File: config.mk
export PLATFORM = sky130hd
export DESIGN_NAME = muldiv_unit_flat
export DESIGN_NICKNAME = d
export VERILOG_FILES = /design/src/rtl/mips_pkg.sv /design/src/rtl/muldiv_unit_if.sv /design/src/rtl/md_sign_fix.sv /design/src/rtl/muldiv_unit.sv /design/src/flat_wrapper.sv
export SDC_FILE = /design/constraint.sdc
export NUM_CORES = 1
export LEC_CHECK = 0
export BUFFER_PORTS_ARGS = -buffer_cell sky130_fd_sc_hd__clkbuf_2
export CAP_MARGIN = 20
export CORE_ASPECT_RATIO = 1.4
export CORE_MARGIN = 2
export CORE_UTILIZATION = 35
export CTS_BUF_LIST = sky130_fd_sc_hd__clkbuf_2 sky130_fd_sc_hd__clkbuf_4 sky130_fd_sc_hd__clkbuf_8
export DETAILED_ROUTE_END_ITERATION = 10
export GPL_TIMING_DRIVEN = 0
export PLACE_DENSITY = 0.56
export SYNTH_ARGS = -nofsm -noshare
export SYNTH_HDL_FRONTEND = slang
export SYNTH_SLANG_ARGS = --single-unit
export TNS_END_PERCENT = 10
File: constraint.sdc
create_clock -name clk -period 6.24 [get_ports clk]
set_input_delay 0.312 -clock clk [delete_from_list [all_inputs] [get_ports clk]]
set_output_delay 0.312 -clock clk [all_outputs]
set_load 0.1 [all_outputs]
File: src/rtl/mips_pkg.sv
// Shared multiply/divide definitions: operation encodings, FSM states and
// fixed constants used by the HI/LO unit.
package mips_pkg;

  localparam int MD_WIDTH = 32;
  localparam int MD_ITERS = MD_WIDTH;
  localparam logic [MD_WIDTH-1:0] DIV0_QUOT = '1;

  typedef enum logic [2:0] {
    MD_MULT  = 3'b000,
    MD_MULTU = 3'b001,
    MD_MADD  = 3'b010,
    MD_MADDU = 3'b011,
    MD_DIV   = 3'b100,
    MD_DIVU  = 3'b101,
    MD_MTHI  = 3'b110,
    MD_MTLO  = 3'b111
  } md_op_t;

  typedef enum logic [1:0] {
    IDLE   = 2'd0,
    CALC   = 2'd1,
    FINISH = 2'd2
  } md_state_t;

  function automatic logic md_is_signed(input md_op_t op);
    return (op == MD_MULT) || (op == MD_MADD) || (op == MD_DIV);
  endfunction

endpackage

File: src/rtl/muldiv_unit_if.sv
// Execute-stage bundle between the pipeline and the multiply/divide unit.
interface muldiv_unit_if
  import mips_pkg::*;
#(
  parameter int WIDTH = MD_WIDTH
) ();

  logic             start;
  md_op_t           md_op;
  logic [WIDTH-1:0] a;
  logic [WIDTH-1:0] b;
  logic             flush;
  logic             busy;
  logic             done;
  logic             div_by_zero;
  logic [WIDTH-1:0] hi;
  logic [WIDTH-1:0] lo;

  modport master (
    output start, md_op, a, b, flush,
    input  busy, done, div_by_zero, hi, lo
  );

  modport slave (
    input  start, md_op, a, b, flush,
    output busy, done, div_by_zero, hi, lo
  );

endinterface

File: src/rtl/md_sign_fix.sv
// Conditional two's-complement negate; with neg_i tied to the sign bit it
// doubles as an absolute-value stage.
module md_sign_fix #(
  parameter int W = 64
) (
  input  logic [W-1:0] val_i,
  input  logic         neg_i,
  output logic [W-1:0] res_o
);

  assign res_o = neg_i ? (~val_i + W'(1)) : val_i;

endmodule

File: src/rtl/muldiv_unit.sv
// Multi-cycle MIPS multiply/divide unit owning the HI/LO registers.
//   state  | meaning
//   IDLE   | waiting for start; mthi/mtlo complete here in one cycle
//   CALC   | one shift-add multiply or restoring divide step per cycle
//   FINISH | sign fix and HI/LO write, done pulse follows
module muldiv_unit
  import mips_pkg::*;
#(
  parameter int WIDTH = MD_WIDTH
) (
  input logic           clk,
  input logic           rst_n,
  muldiv_unit_if.slave  md
);

  localparam int CW = $clog2(WIDTH + 1);

  md_state_t          state_q, state_d;
  logic [CW-1:0]      cnt_q, cnt_d;
  md_op_t             op_q, op_d;
  logic               neg_q, neg_d;
  logic               neg_rem_q, neg_rem_d;
  logic               div0_q, div0_d;
  logic [WIDTH-1:0]   mcand_q, mcand_d;
  logic [WIDTH-1:0]   sreg_q, sreg_d;
  logic [2*WIDTH-1:0] acc_q, acc_d;
  logic [WIDTH-1:0]   hi_q, hi_d;
  logic [WIDTH-1:0]   lo_q, lo_d;
  logic               done_q, done_d;
  logic               dbz_q, dbz_d;

  logic               sign_a, sign_b, op_is_div;
  logic [WIDTH-1:0]   a_mag, b_mag;
  logic [2*WIDTH-1:0] prod_fix, madd_sum;
  logic [WIDTH-1:0]   quot_fix, rem_fix;
  logic [WIDTH:0]     mul_sum, rem_sh, rem_diff;

  assign sign_a    = md_is_signed(md.md_op) & md.a[WIDTH-1];
  assign sign_b    = md_is_signed(md.md_op) & md.b[WIDTH-1];
  assign op_is_div = (md.md_op == MD_DIV) || (md.md_op == MD_DIVU);

  md_sign_fix #(.W(WIDTH)) u_abs_a (.val_i(md.a), .neg_i(sign_a), .res_o(a_mag));
  md_sign_fix #(.W(WIDTH)) u_abs_b (.val_i(md.b), .neg_i(sign_b), .res_o(b_mag));
  md_sign_fix #(.W(2*WIDTH)) u_fix_prod (.val_i(acc_q), .neg_i(neg_q), .res_o(prod_fix));
  md_sign_fix #(.W(WIDTH)) u_fix_quot (.val_i(sreg_q), .neg_i(neg_q), .res_o(quot_fix));
  md_sign_fix #(.W(WIDTH)) u_fix_rem
    (.val_i(acc_q[2*WIDTH-1:WIDTH]), .neg_i(neg_rem_q), .res_o(rem_fix));

  // Multiply: add into the upper half, then shift the whole accumulator right.
  // Divide: partial remainder lives in the upper half, quotient shifts into sreg.
  assign mul_sum  = {1'b0, acc_q[2*WIDTH-1:WIDTH]} + (sreg_q[0] ? {1'b0, mcand_q} : '0);
  assign rem_sh   = {acc_q[2*WIDTH-1:WIDTH], sreg_q[WIDTH-1]};
  assign rem_diff = rem_sh - {1'b0, mcand_q};
  assign madd_sum = {hi_q, lo_q} + prod_fix;

  always_ff @(posedge clk or negedge rst_n) begin
    if (!rst_n) begin
      state_q   <= IDLE;
      cnt_q     <= '0;
      op_q      <= MD_MULT;
      neg_q     <= 1'b0;
      neg_rem_q <= 1'b0;
      div0_q    <= 1'b0;
      mcand_q   <= '0;
      sreg_q    <= '0;
      acc_q     <= '0;
      hi_q      <= '0;
      lo_q      <= '0;
      done_q    <= 1'b0;
      dbz_q     <= 1'b0;
    end else begin
      state_q   <= state_d;
      cnt_q     <= cnt_d;
      op_q      <= op_d;
      neg_q     <= neg_d;
      neg_rem_q <= neg_rem_d;
      div0_q    <= div0_d;
      mcand_q   <= mcand_d;
      sreg_q    <= sreg_d;
      acc_q     <= acc_d;
      hi_q      <= hi_d;
      lo_q      <= lo_d;
      done_q    <= done_d;
      dbz_q     <= dbz_d;
    end
  end

  always_comb begin
    state_d   = state_q;
    cnt_d     = cnt_q;
    op_d      = op_q;
    neg_d     = neg_q;
    neg_rem_d = neg_rem_q;
    div0_d    = div0_q;
    mcand_d   = mcand_q;
    sreg_d    = sreg_q;
    acc_d     = acc_q;
    hi_d      = hi_q;
    lo_d      = lo_q;
    done_d    = 1'b0;
    dbz_d     = 1'b0;

    unique case (state_q)
      IDLE: begin
        if (!md.flush && md.start) begin
          if (md.md_op == MD_MTHI) begin
            hi_d   = md.a;
            done_d = 1'b1;
          end else if (md.md_op == MD_MTLO) begin
            lo_d   = md.a;
            done_d = 1'b1;
          end else begin
            op_d      = md.md_op;
            mcand_d   = op_is_div ? b_mag : a_mag;
            sreg_d    = op_is_div ? a_mag : b_mag;
            neg_d     = sign_a ^ sign_b;
            neg_rem_d = sign_a;
            acc_d     = '0;
            cnt_d     = '0;
            div0_d    = op_is_div && (md.b == '0);
            if (op_is_div && (md.b == '0)) begin
              // Raw dividend is what ends up in HI on a divide by zero.
              sreg_d  = md.a;
              state_d = FINISH;
            end else begin
              state_d = CALC;
            end
          end
        end
      end

      CALC: begin
        if (md.flush) begin
          state_d = IDLE;
        end else begin
          if (op_q[2]) begin
            acc_d  = {rem_diff[WIDTH] ? rem_sh[WIDTH-1:0] : rem_diff[WIDTH-1:0],
                      acc_q[WIDTH-1:0]};
            sreg_d = {sreg_q[WIDTH-2:0], ~rem_diff[WIDTH]};
          end else begin
            acc_d  = {mul_sum, acc_q[WIDTH-1:1]};
            sreg_d = sreg_q >> 1;
          end
          cnt_d = cnt_q + CW'(1);
          if (cnt_q == CW'(WIDTH - 1)) state_d = FINISH;
        end
      end

      FINISH: begin
        state_d = IDLE;
        if (!md.flush) begin
          done_d = 1'b1;
          if (div0_q) begin
            hi_d  = sreg_q;
            lo_d  = {WIDTH{1'b1}};
            dbz_d = 1'b1;
          end else if (op_q[2]) begin
            hi_d = rem_fix;
            lo_d = quot_fix;
          end else if (op_q[1]) begin
            {hi_d, lo_d} = madd_sum;
          end else begin
            {hi_d, lo_d} = prod_fix;
          end
        end
      end

      default: state_d = IDLE;
    endcase
  end

  assign md.busy        = (state_q != IDLE);
  assign md.done        = done_q;
  assign md.div_by_zero = dbz_q;
  assign md.hi          = hi_q;
  assign md.lo          = lo_q;

endmodule

File: src/flat_wrapper.sv
// flat-port wrapper written by rule: the top's interface ports become plain ports
module muldiv_unit_flat import mips_pkg::*;
#(
  parameter int WIDTH = MD_WIDTH
)
  (clk, rst_n, md_start, md_md_op, md_a, md_b, md_flush, md_busy, md_done, md_div_by_zero, md_hi, md_lo);
  muldiv_unit_if #(.WIDTH(WIDTH)) md_i ();
  input logic clk;
  input logic rst_n;
  input wire logic [$bits(md_i.start)-1:0] md_start;
  input wire logic [$bits(md_i.md_op)-1:0] md_md_op;
  input wire logic [$bits(md_i.a)-1:0] md_a;
  input wire logic [$bits(md_i.b)-1:0] md_b;
  input wire logic [$bits(md_i.flush)-1:0] md_flush;
  output wire logic [$bits(md_i.busy)-1:0] md_busy;
  output wire logic [$bits(md_i.done)-1:0] md_done;
  output wire logic [$bits(md_i.div_by_zero)-1:0] md_div_by_zero;
  output wire logic [$bits(md_i.hi)-1:0] md_hi;
  output wire logic [$bits(md_i.lo)-1:0] md_lo;
  assign md_i.start = md_start;
  assign md_i.md_op = md_md_op;
  assign md_i.a = md_a;
  assign md_i.b = md_b;
  assign md_i.flush = md_flush;
  assign md_busy = md_i.busy;
  assign md_done = md_i.done;
  assign md_div_by_zero = md_i.div_by_zero;
  assign md_hi = md_i.hi;
  assign md_lo = md_i.lo;
  muldiv_unit #(.WIDTH(WIDTH)) u_core (.clk(clk), .rst_n(rst_n), .md(md_i));
endmodule
## Yosys cells after proc, flatten, opt, wreduce, memory -nomap -nowiden

Index checks and enable logic that the tools add are counted.

| cells by class | value |
|---|---|
| bitwise operators | 11 |
| equal/unequal tests | 17 |
| add/subtract/negate cells | 9 |
| reductions and logical operators | 18 |
| mux-type cells | 57 |

Operators with widths:

| cell | count |
|---|---|
| two-way mux 32 bit | 27 |
| two-way mux 64 bit | 6 |
| one-hot mux 32 bit (2 select lines) | 3 |
| adder 32 x 1 -> 32 bit, second input constant | 4 |
| NOT 32 bit | 4 |
| one-hot mux 64 bit (2 select lines) | 1 |
| adder 64 x 1 -> 64 bit, second input constant | 1 |
| adder 64 bit | 1 |
| NOT 64 bit | 1 |
| adder 32 x 33 -> 33 bit | 1 |
| subtractor 33 x 32 -> 33 bit | 1 |
| logical NOT 32 bit | 1 |
| two-way mux 6 bit | 4 |
| == test 3 bit, second input constant | 4 |
| two-way mux 2 bit | 6 |
| one-hot mux 6 bit (2 select lines) | 1 |
| AND reduction 4 bit | 3 |
| inequality test 2 bit, second input constant | 5 |
| AND reduction 5 bit | 2 |
| two-way mux 1 bit | 7 |
| adder 6 x 1 -> 6 bit, second input constant | 1 |
| == test 6 x 5 -> 1 bit, second input constant | 1 |
| inequality test 2 x 1 -> 1 bit, second input constant | 3 |
| AND reduction 6 bit | 1 |
| 15 further kinds | 23 |

| storage, ports and cells | value |
|---|---|
| output and inout port bits | 67 |
| bits in registers | 208 |
| word-level logic and storage cells | 126 |
| bits of input ports | 71 |

## Longest topological paths before layout

| depth | value |
|---|---|
| word-level depth | 11 |
| depth in mapped cells | 22 |
| mapped depth without buffers | 21 |

## Modules after synthesis

Synthesis repeated with hierarchy kept, for this count alone.

| unflattened totals | value |
|---|---|
| cells, all modules | 3136 |
| area, all modules | 23935.5 um^2 |

By module, submodules not included:

| module | cells an instance | seq. area each (um^2) | area an instance (um^2) | times used |
|---|---|---|---|---|
| muldiv_unit | 2534 | 5180.0 | 19178.4 | 1 |
| md_sign_fix (u_core.u_abs_a ...) | 99 | 0.0 | 777.0 | 4 |
| md_sign_fix (u_core.u_fix_prod) | 206 | 0.0 | 1649.1 | 1 |

## Worst setup path before layout

OpenSTA, ideal clock, no wires.

| timing path | value |
|---|---|
| kind | reg2reg |
| start | register u_core.acc_q[14] |
| end | register u_core.hi_q[25], in the netlist u_core.md.hi[25] |
| data required time | 6.109 ns |
| library setup time | 0.131 ns |
| path slack | 0.976 ns |
| arrival | 5.133 ns |
| stages on the path, launching flop included | 21 |
| path buffers | 2 |
| period minus slack after synthesis | 5.264 ns |
| cell sequence | dfrtp_1 -> or4_4 -> or4b_4 -> or3_1 -> or2_2 -> clkbuf_1 -> clkbuf_1 -> o21ai_0 -> xnor2_1 -> ha_1 -> nand2_1 -> nor2_1 -> nand2_1 -> or3_1 -> a211oi_1 -> o41ai_1 -> o41ai_1 -> a21oi_1 -> xnor2_1 -> a221oi_1 -> a21oi_1 |

| on the way | value |
|---|---|
| longest elaborated chain between the ends | 9 |

Ends and longest elaborated chain:

| item | RTL line | text |
|---|---|---|
| start, declared | muldiv_unit.sv:26 | `logic [2*WIDTH-1:0] acc_q, acc_d;` |
| start signal, assigned | muldiv_unit.sv:66 | `acc_q <= '0;` |
| start signal, assigned | muldiv_unit.sv:80 | `acc_q <= acc_d;` |
| NOT 64 bit | md_sign_fix.sv:11 | `assign res_o = neg_i ? (~val_i + W'(1)) : val_i;` |
| adder 64 x 1 -> 64 bit | md_sign_fix.sv:11 |  |
| two-way mux 64 bit * | md_sign_fix.sv:11 |  |
| adder 64 bit | muldiv_unit.sv:54 | `assign madd_sum = {hi_q, lo_q} + prod_fix;` |
| two-way mux 32 bit * | muldiv_unit.sv:160 | `end else if (op_q[1]) begin` |
| two-way mux 32 bit * | muldiv_unit.sv:157 | `end else if (op_q[2]) begin` |
| two-way mux 32 bit * | muldiv_unit.sv:153 | `if (div0_q) begin` |
| two-way mux 32 bit * | muldiv_unit.sv:151 | `if (!md.flush) begin` |
| one-hot mux 32 bit (2 select lines) * | muldiv_unit.sv:103 | `unique case (state_q)` |
| end signal, assigned | muldiv_unit.sv:81 | `hi_q <= hi_d;` |
| end, declared | muldiv_unit.sv:27 | `logic [WIDTH-1:0] hi_q, hi_d;` |

Every way passes the cells marked *; elsewhere a longest branch is shown, timed or not. The select of a mux whose other input is x is not followed.
A chain may end at the register's enable or synchronous reset.

## Worst setup path after layout

| timing path | value |
|---|---|
| start | register u_core.acc_q[12] |
| end | register u_core.hi_q[11], in the netlist u_core.md.hi[11] |

Same word-level chain as after synthesis.

==> metrics <==
Critical-path top delay cell or4b_4; Max Cap Viol 0; chip height 301 µm; area leader, netlist dfrtp_1; dpl hpwl 89.0 mm; Yosys cell types 74; CTS HTree Levels 2; Via density 6.17; Placer Congestion 1.01; Fmax 162 MHz; worst hold margin 54.2 ps; die width 216 µm; nets 3328; Comb power frac 0.670; routed vias 24500; crit-path max FO 7; number of synthesized flops with an enable pin 0; clock skew 30.6 ps; Post-Syn Nets 3153; DRT antenna net count 0; worst path bufs/invs 1; power per cell area 461 mW/mm²; Total GRT Usage 0.335; FF+latch count, synth 207; Sequential Power Share 0.193; vias in the first global route 23700; global route overflow 0; clock transition at the registers of the reported paths 60 ps; FF+latch area 0.00518 mm²; Remaining DRCs 0; core box area 0.0629 mm²; I/O pin cnt 138; Setup Viol. Count Final 0; Crit path max-delay family simple AND/OR/NAND/NOR gates; synthesis-to-layout area growth 12.6%; DRT iter0 DRCs 1960; CP Capture Type register; final clock period utilization by the worst path 0.987; Seq/Total Area, Yosys 0.234; total power 0.0115 W; crit-path cells or4_4 -> or4b_4 -> or3_4 -> or2_2 -> o41ai_1 -> xnor2_1 -> ha_2 -> nand4_1 -> or3_1 -> nor4_1 -> o21ai_1 -> a31oi_2 -> buf_4 -> a21oi_1 -> xnor2_1 -> a21oi_1 -> o21ai_0 -> a21oi_1; Starting Density 0.352; Sw Ratio 0.567; Pre-Repair DR Iteration Count 6; Multi-input gate area 0.0160 mm²; Final Cell Area 0.0249 mm²; RSZ-0062 raised after global routing yes; worst vdd ir 207 µV; row count 109; worst rel slew slack 0.118; CTS tree done; Area contributors post-synth dfrtp_1 23%, ha_1 8.1%, xnor2_1 6.7%; Worst-Skew Late Latency 650 ps; worst-margin pin slew 1320 ps; CTS buffer count 41; initial antenna violation count 9; die area 0.0652 mm²; layout cells sized above 1 0.0870; Power Internal 0.00497 W; Worst setup SP type register; cells after synthesis 2935; Synth Area per Inst 7.53 µm²; post-place instance area 0.0239 mm²; clock buffer depth 3; Post-Route WL 112 mm; Slew Limit Fails 0; synth warn 0; prevailing post-synth register cell dfrtp_1; mapped cell area 0.0221 mm²; critical path's largest stage delay 540 ps; HP Class in -> reg; final hold vios 0; setup total negative slack 0 ps; first-pass GRT wire length 161 mm; largest net degree at the start of global routing 101; leakage 10.5 nW; Switch Pwr 0.00651 W; clock power share 0.137; Final min period 6160 ps; Sink Count 207; CTS root buffer clkbuf_8; most used cell, CP a21oi_1; drt wl/cell 28.3 µm; I/O Buffers 125; async set or reset register ratio after synthesis 1.00; Worst Path Required 6740 ps; outcome complete, no violations; Arr. time, crit path 6660 ps; Crit Path Category reg -> reg; fill count 6792; Yosys top cell area share 0.234
==> power by group through the flow <==
stage / Combinational, W / Sequential (W) / Clock, W
final: 0.00769 / 0.00221 / 0.00157
after global routing: 0.00824 / 0.00223 / 0.00164
after CTS: 0.00751 / 0.00218 / 0.00158
after detailed placement: 0.00744 / 0.00220 / 0
after global placement: 0.00743 / 0.00220 / 0
after floorplan: 0.00461 / 0.00274 / 0
==> synth_stat cells (28+ instances only) <==
cell      number
nand2_1      305
nor2_1       240
nand2b_1      30
nor2b_1       33
o22ai_1       35
nand4_1       33
dfrtp_1      207
inv_1         84
o31ai_1       64
xnor2_1      169
nor3_1        36
o211ai_1      49
o21ai_0      282
a211oi_1      87
a21o_1        52
nor4_1        28
clkbuf_1     189
or3_1         37
a21oi_1      268
a22o_1        33
ha_1         144
nand3_1       41
xor2_1       117
==> placed cells by master, fill, tap and decap left out, drive strengths merged, types with 35 or more instances in the layout <==
master  instances
o211ai         49
nor2          240
o21ai         284
o31ai          65
nor3           36
xor2          117
a21oi         268
inv            85
ha            144
a211oi         87
or3            38
a21o           52
nand2         305
dfrtp         207
xnor2         169
nand3          41
o22ai          35
clkbuf        374
==> final cells by class <==
cell class	instances	share of cell area
Multi-Input combinational cell	2437	0.641
Sequential cell	207	0.208
Tap cell	832	0.0418
Clock buffer	63	0.0318
Buffer	203	0.0310
Timing Repair Buffer	135	0.0306
Inverter	85	0.0128
Clock inverter	8	0.00286
Antenna cell	5	0.000502
==> path summary, 6_finish.rpt <==
kind	startpoint	endpoint	slack [ps]	cells after the start
max	u_core.acc_q[12]$_DFFE_PN0P_	u_core.md.hi[11]$_DFFE_PN0P_	80	18
min	md_b[0]	u_core.mcand_q[0]$_DFFE_PN0P_	50	3
max reg2reg	u_core.acc_q[12]$_DFFE_PN0P_	u_core.md.hi[11]$_DFFE_PN0P_	80	18
min reg2reg	u_core.cnt_q[5]$_DFFE_PN0P_	u_core.state_q[1]$_DFFE_PN0P_	520	1
max in group asynchronous	rst_n	u_core.acc_q[48]$_DFFE_PN0P_	4850	4
min in group asynchronous	rst_n	u_core.acc_q[26]$_DFFE_PN0P_	120	2
==> repair_timing <==
action / in CTS / in global routing
hold endpoints to repair: 107 / 0
pin swaps: 5 / 2
buffers inserted: 4 / 1
gates cloned: 0 / 0
setup endpoints to repair: 26 / 14
hold buffers: 1 / 0
resized for setup: 16 / 16
==> cell families after synthesis <==
group / after synthesis / synth area share
AO/OA/AOI/OAI: 1098 / 0.320
multiplexers: 28 / 0.0131
buffers and inverters: 291 / 0.0494
adder cells (fa/ha/maj): 147 / 0.0842
AND/OR/NAND/NOR: 878 / 0.186
XOR/XNOR: 286 / 0.113
flip-flops: 207 / 0.234
==> metal layers <==
layer,vias up,GRT usage,part of all wire
li1,11200,-,-
met1,11800,0.382,0.37
met2,1189,0.533,0.45
met3,416,0.0556,0.069
met4,2,0.315,0.11
met5,-,0,0.00012
==> worst min-delay path, cell delays in order <==
cell and delay [ps]:
clkbuf_2 130, nand2_1 120, a31oi_1 90
==> state kept, by name (all words and copies together), names as in the netlist, 2 cells and up <==
signal          flops
u_core.cnt_q        6
u_core.mcand_q     32
u_core.md.lo       32
u_core.state_q      2
u_core.op_q         2
u_core.acc_q       64
u_core.md.hi       32
u_core.sreg_q      32
==> stage by stage <==
step	setup WS, ps	cells	utilization
2_1_floorplan	976	2935	-
3_3_place_gp	-1230	3892	0.378
3_5_place_dp	-1240	3896	0.380
4_1_cts	21.7	3970	0.395
5_1_grt	-28.9	3974	0.396
6_report	79.1	3975	0.396
Power figures use the tool's default switching activity.
